===== config.mk =====
export PLATFORM = sky130hd
export DESIGN_NAME = mem_arbiter
export DESIGN_NICKNAME = d
export VERILOG_FILES = /design/src/rtl/mem_arb_pkg.sv /design/src/rtl/arb_pick.sv /design/src/rtl/mem_arbiter.sv
export SDC_FILE = /design/constraint.sdc
export NUM_CORES = 1
export LEC_CHECK = 0
export ABC_AREA = 1
export CAP_MARGIN = 0
export CORE_MARGIN = 10
export CORE_UTILIZATION = 37
export DETAILED_ROUTE_END_ITERATION = 12
export PLACE_DENSITY_LB_ADDON = 0.1
export SYNTH_ARGS = -nofsm -noshare
export SYNTH_HDL_FRONTEND = slang
export SYNTH_HIERARCHICAL = 1
export SYNTH_SLANG_ARGS = --single-unit

===== constraint.sdc =====
create_clock -name clk -period 4.15 [get_ports clk]
set_clock_uncertainty 0.1 [all_clocks]
set_input_delay 1.0375 -clock clk [delete_from_list [all_inputs] [get_ports clk]]
set_output_delay 1.0375 -clock clk [all_outputs]
set_load 0.02 [all_outputs]

===== src/rtl/mem_arb_pkg.sv =====
// Shared types and default widths for the two-port memory arbiter.
package mem_arb_pkg;

  localparam int DEF_ADDR_W = 32;
  localparam int DEF_DATA_W = 32;

  typedef enum logic [1:0] {
    ARB_IDLE = 2'd0,
    ARB_I    = 2'd1,
    ARB_D    = 2'd2
  } arb_state_t;

  typedef enum logic {
    OWN_I = 1'b0,
    OWN_D = 1'b1
  } owner_t;

endpackage


===== src/rtl/arb_pick.sv =====
// Combinational tie-break between fetch and data requesters.
// Round-robin when MEM_ARBITER_RR_EN is defined, otherwise the data port wins ties.
module arb_pick
  import mem_arb_pkg::*;
(
  input  logic   i_req,
  input  logic   d_req,
  input  owner_t last_owner_i,
  output owner_t grant_o
);

  always_comb begin
    grant_o = OWN_I;
    if (i_req && d_req) begin
`ifdef MEM_ARBITER_RR_EN
      grant_o = (last_owner_i == OWN_I) ? OWN_D : OWN_I;
`else
      grant_o = OWN_D;
`endif
    end else if (d_req) begin
      grant_o = OWN_D;
    end
  end

`ifndef MEM_ARBITER_RR_EN
  logic unused_last;
  assign unused_last = (last_owner_i == OWN_D);
`endif

endmodule


===== src/rtl/mem_arbiter.sv =====
// Arbitrates an instruction-fetch port and a data port onto one single-port memory.
// Define MEM_ARBITER_RR_EN for round-robin tie-breaking instead of data-port priority.
module mem_arbiter
  import mem_arb_pkg::*;
#(
  parameter int ADDR_W = DEF_ADDR_W,
  parameter int DATA_W = DEF_DATA_W
) (
  input  logic                  clk,
  input  logic                  rst,
  input  logic                  i_req,
  input  logic [ADDR_W-1:0]     i_addr,
  output logic                  i_ready,
  output logic [DATA_W-1:0]     i_rdata,
  input  logic                  d_req,
  input  logic                  d_we,
  input  logic [ADDR_W-1:0]     d_addr,
  input  logic [DATA_W/8-1:0]   d_wmask,
  input  logic [DATA_W-1:0]     d_wdata,
  output logic                  d_ready,
  output logic [DATA_W-1:0]     d_rdata,
  output logic                  m_req,
  output logic                  m_we,
  output logic [ADDR_W-1:0]     m_addr,
  output logic [DATA_W/8-1:0]   m_wmask,
  output logic [DATA_W-1:0]     m_wdata,
  input  logic                  m_ack,
  input  logic [DATA_W-1:0]     m_rdata
);

  localparam int MASK_W = DATA_W / 8;

  arb_state_t          state_q;
  logic                m_req_q;
  logic                m_we_q;
  logic [ADDR_W-1:0]   m_addr_q;
  logic [MASK_W-1:0]   m_wmask_q;
  logic [DATA_W-1:0]   m_wdata_q;
  owner_t              last_owner;
  owner_t              grant;

`ifdef MEM_ARBITER_RR_EN
  owner_t last_q;
  assign last_owner = last_q;
`else
  assign last_owner = OWN_I;
`endif

  arb_pick u_pick (
    .i_req        (i_req),
    .d_req        (d_req),
    .last_owner_i (last_owner),
    .grant_o      (grant)
  );

  // Memory-side signals are registered at grant and cleared on ack, so they stay stable while waiting.
  always_ff @(posedge clk) begin
    if (rst) begin
      state_q   <= ARB_IDLE;
      m_req_q   <= 1'b0;
      m_we_q    <= 1'b0;
      m_addr_q  <= '0;
      m_wmask_q <= '0;
      m_wdata_q <= '0;
`ifdef MEM_ARBITER_RR_EN
      last_q    <= OWN_I;
`endif
    end else begin
      case (state_q)
        ARB_IDLE: begin
          if (i_req || d_req) begin
            m_req_q <= 1'b1;
`ifdef MEM_ARBITER_RR_EN
            last_q  <= grant;
`endif
            if (grant == OWN_D) begin
              state_q   <= ARB_D;
              m_we_q    <= d_we;
              m_addr_q  <= d_addr;
              m_wmask_q <= d_we ? d_wmask : '0;
              m_wdata_q <= d_wdata;
            end else begin
              state_q   <= ARB_I;
              m_we_q    <= 1'b0;
              m_addr_q  <= i_addr;
              m_wmask_q <= '0;
            end
          end
        end
        ARB_I, ARB_D: begin
          if (m_ack) begin
            state_q   <= ARB_IDLE;
            m_req_q   <= 1'b0;
            m_we_q    <= 1'b0;
            m_wmask_q <= '0;
          end
        end
        default: begin
          state_q   <= ARB_IDLE;
          m_req_q   <= 1'b0;
          m_we_q    <= 1'b0;
          m_wmask_q <= '0;
        end
      endcase
    end
  end

  assign m_req   = m_req_q;
  assign m_we    = m_we_q;
  assign m_addr  = m_addr_q;
  assign m_wmask = m_wmask_q;
  assign m_wdata = m_wdata_q;

  // An ack arriving in the reset cycle must not complete the abandoned transaction.
  assign i_ready = (state_q == ARB_I) && m_ack && !rst;
  assign d_ready = (state_q == ARB_D) && m_ack && !rst;
  assign i_rdata = m_rdata;
  assign d_rdata = m_rdata;

endmodule


==> out/metrics.csv <==
metric,value,unit
avgSynthCellArea,6.793,um2
dp_hpwl,8592,um
status,"complete, no violations",
clockRootBuffer,clkbuf_8,
rr_startpoint,state_q[0],
clkLatencyLatePin,330,ps
synth-warning-count,6,
switching_share,35.47,%
portBuffers,177,
p_leak,2.246,nW
rows,36,
power.internal,1.608,mW
final_hold_viol_count,0,
cts_setup_buffers,0,
place_congestion,0.7652,
die_y,120.5,um
routedWlPerCell,14.53,um
post_cts_resized,0,
reg2reg_to,m_wdata[3],
pwr-share-comb,40.6,%
die_area,14520,um2
worstSetupStartpointType,input port,
required,3010,ps
track_usage,15.33,%
worstPathMaxFanout,3,
finalCriticalPeriod,3431,ps
seqPwrFrac,35.5,%
drtPass1Iterations,4,
die_w,120.5,um
critPathKind,in2out,
drv_cap,0,
power.switching,883.6,uW
relSlewSlack,19.40,%
antenna_cells,0,
antenna_left,0,
core_area,9819,um2
end_kind,primary output,
drt_wl_total,11410,um
cts.clk_slew.worst_paths,70,ps
max_stage_delay,620,ps
num_vias,3519,
antenna_found_initial,0,
crit_arrival,2290,ps
clock_power_share,23.8,%
drive_gt1_share,3.988,%
syn_inst,550,
cts-buffers-inserted,9,
cp_slowest_cell,clkdlybuf4s50_1,
multi_input_area,1624,um2
netlist_area,3736,um2
critPathMostFrequentCell,clkdlybuf4s50_1,
critPathLaunch,m_ack,
crit_path_end,i_ready,
ff2ff_setup_slack,2110,ps
fill_cells,1040,
place_ws,716.2,ps
io_pins,274,
seqCellArea,1441,um2
worst_pin_slew,1208,ps
grt_pass1_wl,18200,um
nets,789,
htreeDepth,3,
hold_class,reg2reg,
post-route-period-util,82.69,%
grt_pass1_vias,3551,
cts_tree,yes,
detail_route.vias_per_cell,4.483,
timing.final.ws_setup,718.6,ps
cts_hold_buf,0,
route.detailed.drc,0,
drt_iter0_drc,182,
clk_path_buf_depth,2,
powerDensity,470.9,nW/um2
crit_chain,clkdlybuf4s50_1 > nand2_1 > nor2_1 > clkdlybuf4s50_1,
max_freq,291.4,MHz
rsz0062_at_grt,false,
grt_max_degree,55,
power,2.491,mW
syn_nets,692,
setup_violations,0,
tns,0,ps
overflow,0,
clock-sinks,72,
vdd.ir_drop.worst,208.2,uV
ff2ff_path_depth,8,
start_util,38.05,%
finalMaxSlewViolations,0,
area_growth,41.59,%
cell type report:
cell class,instances,area share [%]
clock buffer,11,2.483
clock inverter,5,1.537
tap,133,3.146
multi-input combinational,372,30.70
sequential,72,27.25
timing repair buffer,183,34.25
inverter,9,0.6386
power groups by stage:
stage / combinational, mW / sequential, mW / clock [mW]
2_1_floorplan: 0.515 / 1.05 / 0
3_3_place_gp: 1.02 / 0.896 / 0
3_5_place_dp: 1.03 / 0.902 / 0
4_1_cts: 1.03 / 0.887 / 0.613
5_1_grt: 1.12 / 0.905 / 0.644
6_report: 1.01 / 0.886 / 0.593
per-layer routing:
metal	vias up	track usage, %	routed length [um]
li1	1827	-	-
met1	1530	17.36	4759
met2	146	24.18	5115
met3	16	8.097	1397
met4	0	5.354	136
met5	-	0	0
worst min path at each step:
| stage | start | endpoint | slack, ps | depth (start not counted) |
|---|---|---|---|---|
| after floorplan | state_q[0] | state_q[0] | 370 | 2 |
| after global placement | m_we | m_we | 350 | 2 |
| after detailed placement | m_addr[18] | m_addr[18] | 360 | 2 |
| after CTS | m_addr[28] | m_addr[28] | 370 | 2 |
| after global routing | m_addr[31] | m_addr[31] | 390 | 2 |
| final | m_addr[28] | m_addr[28] | 360 | 2 |
state kept, by name, indices dropped and copies added (netlist names):
name,cells
m_addr,32
m_req,1
m_wdata,32
m_we,1
m_wmask,4
state_q,2
through the flow:
stage	hold slack [ps]	util (%)	cell area (um2)	cells
floorplan	369.7	-	3736	550
global placement	349.0	51.71	5077	769
detailed placement	356.2	51.71	5077	769
CTS	365.8	53.87	5290	785
global route	391.7	53.87	5290	785
finish	362.9	53.87	5290	785
worst max-delay path, delay by kind of cell:
family	cells	cell delay (ps)
buffers and inverters	2	1120
AND/OR/NAND/NOR	2	140
placed cells by master (no fill, tap or decap):
cell,count
a21oi_1,34
buf_2,1
buf_4,6
bufinv_16,2
clkbuf_1,2
clkbuf_8,9
clkdlybuf4s50_1,176
clkinv_2,1
clkinv_4,1
clkinvlp_4,1
dfxtp_1,72
ha_1,4
inv_1,7
inv_2,2
nand2_1,209
nand3_1,6
nand3b_1,32
nand4_1,3
nor2_1,81
nor2_2,1
nor2_4,1
o21ai_2,1
No activity file was read; power rests on OpenSTA's default activity.
